### src/rtl/seq_mult.sv
// Sequential shift-add multiplier: one multiplier bit per clock, unsigned/signed/mixed operands.
// Optional SEQ_MULT_EARLY_TERM_EN finishes opcodes 01/11 once no set multiplier bits remain.
module seq_mult #(
    parameter int BW = 8
) (
    input  logic            clk,
    input  logic            resetn,
    input  logic            start_valid,
    output logic            start_ready,
    input  logic [1:0]      opcode,
    input  logic [BW-1:0]   multiplicand,
    input  logic [BW-1:0]   multiplier,
    input  logic            abort,
    output logic [2*BW-1:0] result,
    output logic            done,
    output logic            busy
);
    localparam int CW = (BW > 1) ? $clog2(BW) : 1;

    typedef enum logic [1:0] {IDLE, CALC, DONE} state_t;

    state_t              state_reg;
    logic [1:0]          op_reg;
    logic [BW-1:0]       a_reg;
    logic [BW-1:0]       b_reg;
    logic [BW-1:0]       lo_reg;
    logic [BW:0]         acc_reg;
    logic [CW-1:0]       cnt_reg;
    logic [2*BW-1:0]     result_reg;
    logic                done_reg;
    logic                busy_reg;

    logic                signed_a;
    logic                last_iter;
    logic                cur_bit;
    logic                finish;
    logic [BW:0]         a_ext;
    logic [BW:0]         addend;
    logic [BW:0]         sum;
    logic [2*BW:0]       pair;
    logic signed [2*BW:0] pair_s;
    logic signed [2*BW:0] asr1;
    logic [2*BW:0]       lsr1;
    logic [2*BW:0]       nxt;
    logic [2*BW:0]       final_pair;

    assign signed_a  = (op_reg != 2'b01);
    assign last_iter = (cnt_reg == CW'(BW - 1));
    assign cur_bit   = b_reg[cnt_reg];
    assign a_ext     = {signed_a & a_reg[BW-1], a_reg};

    // Signed x signed: the multiplier MSB carries negative weight, so it subtracts.
    assign addend = !cur_bit ? '0 :
                    ((op_reg == 2'b10) && last_iter) ? -a_ext : a_ext;
    assign sum    = acc_reg + addend;

    // Accumulator and collected low product bits shift right as one register pair.
    assign pair   = {sum, lo_reg};
    assign pair_s = pair;
    assign asr1   = pair_s >>> 1;
    assign lsr1   = pair >> 1;
    assign nxt    = signed_a ? asr1 : lsr1;

`ifdef SEQ_MULT_EARLY_TERM_EN
    logic                upper_zero;
    logic [CW:0]         sh;
    logic signed [2*BW:0] asr_f;
    logic [2*BW:0]       lsr_f;

    assign upper_zero = (((b_reg >> cnt_reg) >> 1) == '0);
    assign finish     = last_iter || ((op_reg != 2'b10) && upper_zero);
    // Remaining shifts collapse into one: BW total minus cnt_reg already applied.
    assign sh         = (CW+1)'(BW) - (CW+1)'(cnt_reg);
    assign asr_f      = pair_s >>> sh;
    assign lsr_f      = pair >> sh;
    assign final_pair = signed_a ? asr_f : lsr_f;
`else
    assign finish     = last_iter;
    assign final_pair = nxt;
`endif

    always_ff @(posedge clk) begin
        if (!resetn) begin
            state_reg  <= IDLE;
            op_reg     <= 2'b00;
            a_reg      <= '0;
            b_reg      <= '0;
            lo_reg     <= '0;
            acc_reg    <= '0;
            cnt_reg    <= '0;
            result_reg <= '0;
            done_reg   <= 1'b0;
            busy_reg   <= 1'b0;
        end else begin
            done_reg <= 1'b0;
            case (state_reg)
                IDLE, DONE: begin
                    if (start_valid && (opcode != 2'b00)) begin
                        op_reg    <= opcode;
                        a_reg     <= multiplicand;
                        b_reg     <= multiplier;
                        acc_reg   <= '0;
                        lo_reg    <= '0;
                        cnt_reg   <= '0;
                        busy_reg  <= 1'b1;
                        state_reg <= CALC;
                    end else begin
                        state_reg <= IDLE;
                    end
                end
                CALC: begin
                    if (abort) begin
                        result_reg <= '0;
                        cnt_reg    <= '0;
                        busy_reg   <= 1'b0;
                        state_reg  <= IDLE;
                    end else if (finish) begin
                        result_reg <= (2*BW)'(final_pair);
                        done_reg   <= 1'b1;
                        cnt_reg    <= '0;
                        busy_reg   <= 1'b0;
                        state_reg  <= DONE;
                    end else begin
                        acc_reg <= nxt[2*BW:BW];
                        lo_reg  <= nxt[BW-1:0];
                        cnt_reg <= cnt_reg + 1'b1;
                    end
                end
                default: begin
                    busy_reg  <= 1'b0;
                    state_reg <= IDLE;
                end
            endcase
        end
    end

    assign start_ready = (state_reg == IDLE) || (state_reg == DONE);
    assign result      = result_reg;
    assign done        = done_reg;
    assign busy        = busy_reg;
endmodule
### config.mk
export PLATFORM = sky130hd
export DESIGN_NAME = seq_mult
export DESIGN_NICKNAME = d
export VERILOG_FILES = /design/src/rtl/seq_mult.sv
export SDC_FILE = /design/constraint.sdc
export NUM_CORES = 1
export LEC_CHECK = 0
export ABC_AREA = 1
export CORE_AREA = 2 2 77 79
export DETAILED_ROUTE_END_ITERATION = 10
export DIE_AREA = 0 0 79 81
export GPL_TIMING_DRIVEN = 0
export PLACE_DENSITY = 0.78
export SLEW_MARGIN = 20
export SYNTH_ARGS = -nofsm -noshare
export SYNTH_HDL_FRONTEND = slang
export SYNTH_SLANG_ARGS = --single-unit
### constraint.sdc
create_clock -name clk -period 4.1 [get_ports clk]
set_clock_uncertainty 0.1 [all_clocks]
set_input_delay 0.82 -clock clk [delete_from_list [all_inputs] [get_ports clk]]
set_output_delay 0.82 -clock clk [all_outputs]
set_load 0.02 [all_outputs]
Word-level counts from Yosys, hierarchy flattened --
Cells that the tools add are included.
Storage, ports and cells: ROM bits 0, RAM bits 0, memories kept 0, register bits after elaboration 58, latch bits 0
Cells by class: $lt $le $gt $ge 1, equality and inequality tests 9, shift-type cells 0, bitwise operators 3, $add $sub $neg 3, reduce and logical (&&, ||, !) cells 14, muxes and demuxes 28, divide/modulo/power cells 0, multiply operators 0
Operator list (number):
- 2-to-1 mux 9 bit | 5
- 2-to-1 mux 16 bit | 2
- 2-to-1 mux 8 bit | 3
- one-hot mux 9 bit (2 select lines) | 1
- 2-to-1 mux 17 bit | 1
- one-hot mux 8 bit (2 select lines) | 1
- adder 9 bit | 1
- 2-to-1 mux 3 bit | 3
- negator 9 bit | 1
- AND reduction 2 bit | 4
- 2-to-1 mux 1 bit | 6
- inequality test 2 bit (second input constant) | 3
- one-hot mux 3 bit (2 select lines) | 1
- nonzero test 2 bit | 3
- == test 2 bit (second input constant) | 2
- < comparator 3 x 4 -> 1 bit (second input constant) | 1
- 2-to-1 mux 2 bit | 2
- one-hot mux 2 bit (2 select lines) | 1
- AND reduction 4 bit | 1
- adder 3 x 1 -> 3 bit (second input constant) | 1
- binary-select mux 1 bit (select 3 bit) | 1
- == test 3 bit (second input constant) | 1
- inequality test 3 bit (second input constant) | 1
- OR reduction 3 bit | 1
- other kinds (9) | 11

Logic depth before layout (Yosys ltp) --
depth in word-level cells 10, depth in mapped cells 19

Worst setup path after synthesis --
Ideal clock, no wire load.
path kind register to register, from register cnt_reg[0], to register result_reg[15] (netlist: result[15]), required time 3.883 ns, path buffers 0, period minus slack after synthesis 2.708 ns, arrival time 2.491 ns, cell stages (with the launch flop) 18, slack 1.392 ns, cell sequence dfxtp_1 ha_1 ha_1 nand2_1 nor2_4 inv_2 or2_1 xor2_1 nor2_1 ha_1 nand2_1 o21ai_1 nand2_1 nand3_2 inv_1 nand3_1 nand2_2 a22o_1
Between the ends: word-level cells in the longest chain between the ends 8, elaborated cells between the ends (all ways) 12, those cells by class add/sub (1); eq/ne (1); mux (7); reduce/logical (3)
RTL lines:
- from (decl) | RTL line 28 | logic [CW-1:0] cnt_reg;
- from (signal assigned) | RTL line 126 | cnt_reg <= cnt_reg + 1'b1;
- == test 3 bit * | RTL line 48 | assign last_iter = (cnt_reg == CW'(BW - 1));
- net finish | RTL line 36 | logic finish;
- logical AND 1 bit | RTL line 54 | ((op_reg == 2'b10) && last_iter) ? -a_ext : a_ext;
- 2-to-1 mux 9 bit | RTL line 54
- 2-to-1 mux 9 bit | RTL line 53 | assign addend = !cur_bit ? '0 :
- adder 9 bit | RTL line 55 | assign sum = acc_reg + addend;
- 2-to-1 mux 17 bit | RTL line 62 | assign nxt = signed_a ? asr1 : lsr1;
- 2-to-1 mux 16 bit | RTL line 117 | end else if (finish) begin
- 2-to-1 mux 16 bit | RTL line 112 | if (abort) begin
- to (signal assigned) | RTL line 118 | result_reg <= (2*BW)'(final_pair);
- to (decl) | RTL line 29 | logic [2*BW-1:0] result_reg;
Mark *: on every way through the listed nets, which the timed path passes. The rest lies on a longest branch. The select of a mux whose other input is x is not followed. A chain may end at the register's enable or synchronous reset.

Final worst setup path --
Ends and elaborated chain as after synthesis.

==> flow_summary.rst <==
.. list-table::
   :header-rows: 1

   * - Metric
     - Value
   * - Distinct cell type count of the synthesized netlist
     - 37
   * - CP top delay family
     - simple AND/OR/NAND/NOR gates
   * - Antenna cell count
     - 0
   * - Max_cap viols
     - 0
   * - Initial Util
     - between 40% and 50%
   * - Io pins
     - between 40 and 50
   * - Mean instance size in the synthesized netlist
     - 7.761 µm²
   * - Seq cells post-synth
     - 57
   * - Area of the die
     - ~0.0064 mm²
   * - Cell count after synthesis
     - approximately 350
   * - Synthesized Nets
     - 379
   * - Setup TNS after final layout
     - 0 ps
   * - Bufs and invs on worst path
     - 2
   * - Final worst hold slack
     - 352.4 ps
   * - Largest net degree at the start of global routing
     - 11
   * - Gr busiest metal
     - met2
   * - Area of the multi-input gates
     - 0.001341 mm²
   * - Final setup violation count
     - 0
   * - Min Clock Period, post-route
     - about 3100 ps
   * - Antenna violations before repair
     - 0
   * - Insertion delay of the later-clocked pin in the worst-skew pair
     - 340 ps
   * - Slowest stage delay, CP
     - 450 ps
   * - Final RePlAce weighted congestion
     - 0.8780
   * - Number of sinks handled by clock tree synthesis
     - 57
   * - X dimension of the die
     - 79 µm
   * - Arr. time, crit path
     - 3220 ps
   * - Total detailed-routing wirelength
     - 5.761 mm
   * - Detailed-routing iteration count for the pre-antenna-repair pass
     - 4
   * - Number of vias after detailed routing
     - 2402
   * - Filler cell count in the final layout
     - 562
   * - Final-stage net count
     - 430
   * - Commonest cells post-synth
     - sky130_fd_sc_hd__nand2_1 (82), sky130_fd_sc_hd__dfxtp_1 (57), sky130_fd_sc_hd__a21oi_1 (38)
   * - Worst-case headroom to the max-slew limit
     - between 60% and 70%
   * - Final routed wire length divided by cell count
     - roughly 12 µm
   * - Critical path data required time
     - 4240 ps
   * - Type of element launching the critical path
     - flop
   * - Worst Path Max Fanout
     - 6
   * - Number of remaining DRC errors
     - 0
   * - Met1 track utilization from global routing
     - between 20% and 30%
   * - Half-perimeter wire length after detailed placement
     - 4.311 mm
   * - Seq/Total Area, Yosys
     - 42.62%
   * - Classification of the worst setup path
     - flop to flop
   * - Register Area
     - 0.001141 mm²
   * - Placed insts
     - 460
   * - Sum of overflow across all layers after global routing
     - 0
   * - Cell row count
     - 28
   * - Number of routed nets with antenna violations
     - 0
   * - Synth top area share
     - 42.62%
   * - Clock transition at the registers of the reported paths
     - ~70 ps
   * - Area grow syn2layout
     - 24.91%
   * - Maximum ir drop on the vdd rail
     - roughly 180 µV
   * - Largest area contributor in the netlist
     - sky130_fd_sc_hd__dfxtp_1
   * - Maximum root-to-sink buffer count
     - 2
   * - Most frequent cell after synthesis
     - sky130_fd_sc_hd__nand2_1
   * - Die boundary height
     - 81 µm
   * - Count of instances resized after the clock tree is built
     - 0
   * - Number of max-slew violations in the final report
     - 0
   * - Global routing usage summed across all routing layers
     - 19.87%
   * - Post-synthesis instance area
     - 0.002678 mm²
   * - Final standard cell count with taps included and fillers excluded
     - about 480
   * - Worst Max-Slew Pin Slew
     - 492.8 ps
   * - CP max-delay cell
     - sky130_fd_sc_hd__dfxtp_1
   * - GR met3 Demand/Resource
     - 6.000%
   * - Buffers on Ports
     - 40
   * - First-pass GRT wire length
     - slightly below 10 mm
   * - # Post-CTS Setup Buffers
     - 0
   * - Num CTS Buffers
     - 9
   * - Worst Setup End Kind
     - flop
   * - Reported leakage power
     - 1.370 nW
   * - Share of synthesized registers carrying an async set or reset
     - 0%
   * - DRC violation total after the first TritonRoute iteration
     - 139
   * - Count of hold-fix buffers inserted at cts
     - 0
   * - Final hold violation count
     - 0
   * - Largest cells by area after synthesis
     - sky130_fd_sc_hd__dfxtp_1 (43%), sky130_fd_sc_hd__nand2_1 (11%), sky130_fd_sc_hd__a21oi_1 (7.1%)
   * - Critical Path, Cell by Cell
     - ha_1 > ha_1 > nand2_1 > nor2_4 > inv_2 > or2_1 > xor2_1 > nor2_1 > ha_1 > nand2_1 > o21ai_1 > nand2_1 > nand3_2 > inv_1 > nand3_1 > nand2_2 > a22o_1
   * - Main flop type after synthesis
     - sky130_fd_sc_hd__dfxtp_1
   * - Power per cell area
     - approximately 360 mW/mm²
   * - Number of global-route vias before repair
     - about 2200
   * - Outcome
     - finished clean
   * - CTS H-tree lvls
     - 3
   * - Layout cells sized above 1
     - 12.72%
   * - Portion of the clock cycle consumed by the worst path in the final layout
     - 75.26%
   * - Peak clock frequency supported by timing
     - between 300 and 400 MHz
   * - Setup repair after global routing missed its margin
     - no
   * - Yosys warnings
     - 0
   * - Core ar.
     - 0.005675 mm²
   * - Number of flip-flops under the largest register name
     - 16
   * - Via-per-instance ratio
     - roughly 5
   * - Type of the most critical hold path
     - flop to flop
   * - CTS tree
     - built
   * - Clock tree root buffer cell
     - sky130_fd_sc_hd__clkbuf_8
   * - Met2 GRT Util
     - 32.71%
   * - Count of flip-flops with a built-in enable after synthesis
     - 0
[cell families after synthesis]
kind of cell               after synthesis  synth area share (%)
AOI/OAI and AO/OA                       79                 16.96
xor gates and xnor gates                 9                 2.944
adders and majority gates               12                 5.888
buffers and inverters                   47                 7.290
DFF                                     57                 42.62
and+or+nand+nor                        141                 24.30
[final cells by class]
cell class,count,share of cell area [%]
multi-input cells,241,40.10
flip-flops and latches,57,34.12
repair buffers,40,11.97
clock buffers,11,4.227
inverters,36,4.040
well taps,75,2.806
plain buffers,11,1.796
clock inverters,5,0.9353
[stage by stage]
step                power, mW  area, µm²  setup slack [ps]  util (%)
finish                  1.188       3344              1014     58.93
global route            1.242       3344             736.3     58.93
CTS                     1.200       3344              1019     58.93
detailed placement     0.7383       3172              1050     55.89
global placement       0.7354       3172              1088     55.89
floorplan              0.6879       2678              1393         -
[worst register-to-register path, delay by kind of cell, from the launching register on]
kind / cells / cell delay [ps]
AOI/OAI and AO/OA: 2 / 430
xor gates and xnor gates: 1 / 140
adders and majority gates: 3 / 740
buffers and inverters: 2 / 130
DFF: 1 / 450
and+or+nand+nor: 9 / 1010
[power by group]
part           internal (mW)  switching (mW)  leakage, nW
clock network          0.233           0.228       0.0891
registers              0.572          0.0108        0.464
logic                 0.0573          0.0863        0.817
[worst paths after layout]
| path | slack (ps) | startpoint | cells after the start | endpoint |
|---|---|---|---|---|
| setup reg to reg | 1010 | cnt_reg[0] | 17 | result[15] |
| setup / recovery | 1010 | cnt_reg[0] | 17 | result[15] |
| hold / removal | 350 | b_reg[3] | 2 | b_reg[3] |
| hold reg to reg | 350 | b_reg[3] | 2 | b_reg[3] |
[cells in the final DEF, fill, tap and decap left out, types with 3 or more instances in the layout]
cell type                         Yosys  final
sky130_fd_sc_hd__a21oi_1             38     38
sky130_fd_sc_hd__a22o_1               5      5
sky130_fd_sc_hd__buf_4                3      3
sky130_fd_sc_hd__clkbuf_1             7      8
sky130_fd_sc_hd__clkbuf_8             0     10
sky130_fd_sc_hd__clkdlybuf4s50_1      0     40
sky130_fd_sc_hd__clkinv_2             0      3
sky130_fd_sc_hd__dfxtp_1             57     57
sky130_fd_sc_hd__ha_1                11     11
sky130_fd_sc_hd__inv_1               24     24
sky130_fd_sc_hd__inv_2               11     11
sky130_fd_sc_hd__nand2_1             82     82
sky130_fd_sc_hd__nand2_2              4      4
sky130_fd_sc_hd__nand3_1             16     16
sky130_fd_sc_hd__nand3_2              5      5
sky130_fd_sc_hd__nor2_1              19     19
sky130_fd_sc_hd__nor2_4               3      3
sky130_fd_sc_hd__nor3_1               3      3
sky130_fd_sc_hd__o21ai_0             23     23
sky130_fd_sc_hd__xor2_1               8      8
[per-layer routing]
layer	vias to the layer above	part of all wire, %
met4	0	2.1
met3	13	3.7
met1	1111	46
met5	-	0
li1	1230	-
met2	48	48
Note: power is estimated with default switching activity, not from simulation.
